<file path="src/rtl/capture_fifo.sv">
// First-word-fall-through FIFO. The head is visible on rdata while the FIFO is non-empty, and rdata is 0 when it is empty.
// A pop while empty is ignored. A push while full succeeds only when a pop happens in the same cycle.
module capture_fifo #(
  parameter int WIDTH = 4,
  parameter int DEPTH = 4
) (
  input  logic                     clk,
  input  logic                     rst_n,
  input  logic                     push,
  input  logic                     pop,
  input  logic [WIDTH-1:0]         wdata,
  output logic [WIDTH-1:0]         rdata,
  output logic [$clog2(DEPTH):0]   level,
  output logic                     full,
  output logic                     empty
);
  localparam int AW = $clog2(DEPTH);
  localparam int LW = AW + 1;

  logic [WIDTH-1:0] mem [DEPTH];
  logic [AW-1:0]    wptr, rptr;
  logic             do_push, do_pop;

  assign empty   = (level == '0);
  assign full    = (level == LW'(DEPTH));
  assign do_pop  = pop & ~empty;
  assign do_push = push & (~full | do_pop);
  assign rdata   = empty ? '0 : mem[rptr];

  always_ff @(posedge clk or negedge rst_n) begin
    if (!rst_n) begin
      wptr  <= '0;
      rptr  <= '0;
      level <= '0;
    end else begin
      if (do_push) wptr <= wptr + 1'b1;
      if (do_pop)  rptr <= rptr + 1'b1;
      case ({do_push, do_pop})
        2'b10:   level <= level + 1'b1;
        2'b01:   level <= level - 1'b1;
        default: level <= level;
      endcase
    end
  end

  // Storage needs no reset; rdata is masked to 0 while empty.
  always_ff @(posedge clk) begin
    if (do_push) mem[wptr] <= wdata;
  end
endmodule

</file>
<file path="src/rtl/capture_counter.sv">
// Prescaled up/down counter with synchronous load. A rising edge on save pushes the current count into the snapshot FIFO.
module capture_counter #(
  parameter int WIDTH = 4,
  parameter int DIV   = 2,
  parameter int DEPTH = 4
) (
  input  logic                   clk,
  input  logic                   rst_n,
  input  logic                   en,
  input  logic                   up,
  input  logic                   load,
  input  logic [WIDTH-1:0]       load_val,
  input  logic                   save,
  input  logic                   rd,
  output logic [WIDTH-1:0]       count,
  output logic                   tick,
  output logic [WIDTH-1:0]       cap_data,
  output logic                   cap_valid,
  output logic                   cap_full,
  output logic [$clog2(DEPTH):0] cap_level,
  output logic                   cap_ovf
);
  localparam int LW = $clog2(DEPTH) + 1;
  localparam int PW = (DIV > 1) ? $clog2(DIV) : 1;

  logic [PW-1:0] pre;
  logic          save_q, save_edge, tick_cond, empty;
  logic [LW-1:0] level;

  assign tick_cond = en & (pre == PW'(DIV - 1));
  assign save_edge = save & ~save_q;

  always_ff @(posedge clk or negedge rst_n) begin
    if (!rst_n) begin
      pre   <= '0;
      count <= '0;
      tick  <= 1'b0;
    end else if (load) begin
      pre   <= '0;
      count <= load_val;
      tick  <= 1'b0;
    end else if (tick_cond) begin
      pre   <= '0;
      count <= up ? count + 1'b1 : count - 1'b1;
      tick  <= 1'b1;
    end else begin
      if (en) pre <= pre + 1'b1;
      tick <= 1'b0;
    end
  end

  // save_q comes out of reset high, so a save held through reset is not treated as an edge.
  always_ff @(posedge clk or negedge rst_n) begin
    if (!rst_n) begin
      save_q  <= 1'b1;
      cap_ovf <= 1'b0;
    end else begin
      save_q <= save;
      if (save_edge & cap_full & ~rd) cap_ovf <= 1'b1;
    end
  end

  capture_fifo #(.WIDTH(WIDTH), .DEPTH(DEPTH)) u_fifo (
    .clk   (clk),
    .rst_n (rst_n),
    .push  (save_edge),
    .pop   (rd),
    .wdata (count),
    .rdata (cap_data),
    .level (level),
    .full  (cap_full),
    .empty (empty)
  );

  assign cap_level = level;
  assign cap_valid = ~empty;
endmodule

</file>
<file path="config.mk">
export PLATFORM = sky130hd
export DESIGN_NAME = capture_counter
export DESIGN_NICKNAME = d
export VERILOG_FILES = /design/src/rtl/capture_fifo.sv /design/src/rtl/capture_counter.sv
export SDC_FILE = /design/constraint.sdc
export NUM_CORES = 1
export LEC_CHECK = 0
export ABC_AREA = 1
export CAP_MARGIN = 20
export CORE_AREA = 2 2 52 79
export CTS_CLUSTER_DIAMETER = 40
export CTS_CLUSTER_SIZE = 16
export DETAILED_ROUTE_END_ITERATION = 8
export DIE_AREA = 0 0 54 81
export PLACE_DENSITY_LB_ADDON = 0.08
export SYNTH_ARGS = -nofsm -noshare
export SYNTH_HDL_FRONTEND = slang
export SYNTH_SLANG_ARGS = --single-unit
</file>
<file path="constraint.sdc">
create_clock -name clk -period 2.9 [get_ports clk]
set_clock_uncertainty 0.15 [all_clocks]
set_input_delay 0.87 -clock clk [delete_from_list [all_inputs] [get_ports clk]]
set_output_delay 0.87 -clock clk [all_outputs]
set_load 0.05 [all_outputs]
</file>
Word-level counts from Yosys, hierarchy flattened
Memory sizes are Yosys's and may differ from the RTL's.
Cells that the tools add are included.

operators by class
  $add $sub $neg = 7
  equal/unequal tests = 3
  muxes and demuxes = 12
  bitwise gates (word level) = 11
  reduce and logical (&&, ||, !) cells = 4

operators by type and width
  cell                 count
  $mux 4               4
  $mux 1               7
  $and 1x1->1          6
  $pmux 3 s2           1
  $add 2x1->2 const B  2
  $add 4x1->4 const B  1
  $not 1->1            4
  $reduce_bool 2->1    2
  $sub 4x1->4 const B  1
  $add 3x1->3 const B  1
  $eq 3x3->1 const B   1
  $logic_not 3->1      1
  $reduce_bool 3->1    1
  $sub 3x1->3 const B  1
  $eq 2x1->1 const B   1
  $eq 2x2->1 const B   1
  $add 1x1->1 const B  1
  $or 1x1->1           1

storage, ports and cells
  register bits = 15
  bits in writable memories = 16
  input bits = 11
  logic and storage cells = 46
  memories = 1

memory list
  name        words  width  rd ports  clocked after memory_dff  write ports  line                source
  u_fifo.mem  4      4      1         0                         1            capture_fifo.sv:20  logic [WIDTH-1:0] mem [DEPTH];

Longest topological paths before layout
Gate-level depths: netlist of the first run.

  depth after elaboration = 7
  depth in mapped cells = 10
  depth with buffers taken out = 10

By module
A second synthesis of the first run with hierarchy kept.

second synthesis, totals
  cells, all modules = 179
  area total of the unflattened synthesis = 1,625.3 sq um

modules (own cells, without submodules)
  module           instances  cells each  area an instance (sq um)  sequential area each (sq um)
  capture_fifo     1          123         1,149.9                   655.6
  capture_counter  1          56          475.5                     201.4

Least setup slack after synthesis of the first run
Ideal clock, no wire load.

  path kind = flip-flop to output port
  start point = register u_fifo.level[1]
  end point = output cap_data[0]
  arrival = 2,039 ps
  required time = 1,880 ps
  setup slack = -159 ps
  cell stages (with the launch flop) = 5
  cells stage by stage = dfrtp_1 inv_1 nand3_2 inv_1 a21oi_1

between the ends
  longest elaborated chain between the ends = 2

RTL lines
  what                    line                   source
  from (decl)             capture_fifo.sv:13     output logic [$clog2(DEPTH):0] level,
  from (signal assigned)  capture_fifo.sv:39     2'b10: level <= level + 1'b1;
  from (signal assigned)  capture_fifo.sv:40     2'b01: level <= level - 1'b1;
  from (signal assigned)  capture_fifo.sv:41     default: level <= level;
  $logic_not 3->1         capture_fifo.sv:24     assign empty = (level == '0);
  $mux 4                  capture_fifo.sv:28     assign rdata = empty ? '0 : mem[rptr];
  to (decl)               capture_counter.sv:17  output logic [WIDTH-1:0] cap_data,

No other way between the ends.

Final worst setup path of the first run
  start point = register u_fifo.level[1]
  end point = output cap_valid

between the ends
  longest elaborated chain between the ends = 2

RTL lines
  what             line                   source
  $logic_not 3->1  capture_fifo.sv:24
  $not 1->1        capture_counter.sv:76  assign cap_valid = ~empty;
  to (decl)        capture_counter.sv:18  output logic cap_valid,

No other way between the ends.

==> results of run 1 <==
## metrics by stage
stage / instances / hold WS, ns / setup WS (ns) / TNS [ns] / cell area, sq um
2_1_floorplan: 149 / 0.327 / -0.159 / -0.635 / 1500
3_3_place_gp: 220 / 0.310 / 0.106 / 0 / 1810
3_5_place_dp: 220 / 0.316 / 0.0474 / 0 / 1810
4_1_cts: 228 / 0.331 / 0.105 / 0 / 1910
5_1_grt: 228 / 0.352 / 0.0185 / 0 / 1910
6_report: 228 / 0.322 / 0.121 / 0 / 1910
## registers in the layout, indices dropped and copies added, names as in the netlist
register      cells
u_fifo.wptr       2
cap_ovf           1
count             4
tick              1
u_fifo.mem       16
save_q            1
u_fifo.level      3
u_fifo.rptr       2
pre               1
## cells by family (layout without fill, tap and decap cells)
kind of cell / after synthesis / count (layout) / synth area share
and+or+nand+nor: 59 / 59 / 0.174
AOI/OAI and AO/OA: 21 / 21 / 0.0750
DFF: 31 / 31 / 0.571
buffers and inverters: 24 / 58 / 0.0608
xor gates and xnor gates: 5 / 5 / 0.0342
adders and majority gates: 9 / 9 / 0.0850
## power by group
| group | switching, uW | internal, uW | leakage (uW) |
|---|---|---|---|
| Combinational | 655 | 326 | 0.000467 |
| Clock | 146 | 216 | 0.0000515 |
| Sequential | 108 | 572 | 0.000324 |
## cell type report
cell class / instances / area [sq um] / share of cell area
inverters: 23 / 86.3 / 0.0453
clock buffers: 8 / 100 / 0.0525
well taps: 45 / 56.3 / 0.0295
flip-flops and latches: 31 / 857 / 0.450
repair buffers: 27 / 253 / 0.133
multi-input cells: 94 / 553 / 0.290
## routing by layer
layer	wire length, um	global-route usage
met1	1060	0.136
met2	1600	0.273
met3	120	0.0386
met4	18	0.0675
met5	0	0
## worst max-delay path, cell delays in order, from the launching register on
cell and delay, ns:
dfrtp_1 0.43, inv_1 0.11, nand3_2 0.12, clkdlybuf4s50_1 0.81
## synthesized netlist by cell type (2+ instances only)
master    count  share of area
ha_1          7          0.058
nand2_1      20          0.050
inv_1        21          0.053
nand2_2       2         0.0083
fa_1          2          0.027
inv_2         2         0.0050
xor2_1        3          0.018
edfxtp_1     16           0.32
dfrtp_1      14           0.23
a21oi_1       5          0.017
nand3_1       3          0.010
o21ai_0      13          0.043
nor2_1       29          0.072
## worst min-delay path by stage
| stage | from | to | slack (ns) |
|---|---|---|---|
| 2_1_floorplan | pre | pre | 0.33 |
| 3_3_place_gp | cap_ovf | cap_ovf | 0.31 |
| 3_5_place_dp | cap_ovf | cap_ovf | 0.32 |
| 4_1_cts | cap_ovf | cap_ovf | 0.33 |
| 5_1_grt | cap_ovf | cap_ovf | 0.35 |
| 6_report | cap_ovf | cap_ovf | 0.32 |
==> flow_summary.json, run 1 <==
{
  "synthFlopType": "edfxtp_1",
  "drt-total-wl_um": 2800,
  "critPathMaxFanout": 4,
  "r2r_cells": 9,
  "avgRoutedWirePerCell_um": 12.3,
  "drive_gt1_frac": 0.142,
  "ys_warn_count": 0,
  "hpwl_um": 2160,
  "nNetsFinal": 202,
  "cap_violations": 0,
  "hold_buffers": 0,
  "slew-limit-headroom": 0.534,
  "area_delta_synth_final_pct": 26.9,
  "power_density_mw_per_mm2": 1060,
  "crit_end": "cap_valid",
  "fillCellCount": 369,
  "synthCells": 149,
  "finalHoldViolations": 0,
  "r2r_end": "u_fifo.level[2]",
  "htree_num_levels": 2,
  "die_area_sq_mm": 0.00437,
  "cts_resized": 0,
  "viasPerCell": 4.59,
  "r2r-start": "u_fifo.level[0]",
  "grt_pass1_vias": 1044,
  "clk_pin_slew_ns": 0.06,
  "ir_drop_uv": 715,
  "cts_buffer_depth": 2,
  "status": "completed",
  "synth.distinct_cells": 25,
  "dieHeight_um": 81,
  "cp.arrival_ns": 1.76,
  "core_sq_mm": 0.00378,
  "clk_latency_ns": 0.28,
  "clock-sinks": 31,
  "min_period_ns": 2.78,
  "utilization": 0.504,
  "drtIter0Drc": 22,
  "dr.pass1.iters": 4,
  "synthesis.nets": 169,
  "clock-root-buffer": "clkbuf_8",
  "leakagePower_uw": 0.000842,
  "worstSetupEndpointType": "output pin",
  "critPathRequiredTime_ns": 1.88,
  "start_util": 0.397,
  "grt_setup_unrepaired": "false",
  "power_uw": 2020,
  "placement_rows": 28,
  "pin_count": 26,
  "vias": 1047,
  "max_freq_mhz": 360,
  "globalplace.congestion": 0.721,
  "final_cell_mix": "29 x nor2_1, 21 x inv_1, 20 x nand2_1, 20 x clkdlybuf4s50_1, 16 x edfxtp_1",
  "drv_slew": 0,
  "r2r_slack_ns": 0.76,
  "synth_edf_count": 16,
  "grt_overflow": 0,
  "die_w_um": 54,
  "setup_viol": 0,
  "antenna_found_initial": 0,
  "yosysSeqAreaShare": 0.571,
  "worstMarginPinSlew_ns": 0.698,
  "async_flop_share": 0.484,
  "post_cts_buffers": 0,
  "grt_max_degree": 16,
  "final_antenna_net_count": 0,
  "mostFrequentLayoutCell": "nor2_1",
  "track_usage": 0.144,
  "synth.avg_cell_area_sq_um": 10.1,
  "drcViolationCount": 0,
  "ys_ff_latch": 31,
  "hp-class": "reg -> reg",
  "hold_path_depth": 1,
  "cts_made_buffers": 5,
  "n_antenna_cell": 0,
  "netlist_area_sq_mm": 0.00150,
  "grt_pass1_wl_um": 4420,
  "io_buffers": 25,
  "crit_type": "reg -> out",
  "min_period_over_period": 0.958,
  "cp-startpoint": "u_fifo.level[1]",
  "worstSetupStartpointType": "register",
  "cts_tree": "yes"
}
No activity file was read; power rests on OpenSTA's default activity.
==> inputs of run 2 (changes only) <==
--- a/config.mk
+++ b/config.mk
@@ -13,6 +13,7 @@
 export DETAILED_ROUTE_END_ITERATION = 8
 export DIE_AREA = 0 0 54 81
 export PLACE_DENSITY_LB_ADDON = 0.08
+export SKIP_CTS_REPAIR_TIMING = 1
 export SYNTH_ARGS = -nofsm -noshare
 export SYNTH_HDL_FRONTEND = slang
 export SYNTH_SLANG_ARGS = --single-unit
==> results of run 2 <==
Final layout, timing and power as in run 1 (identical DEF).
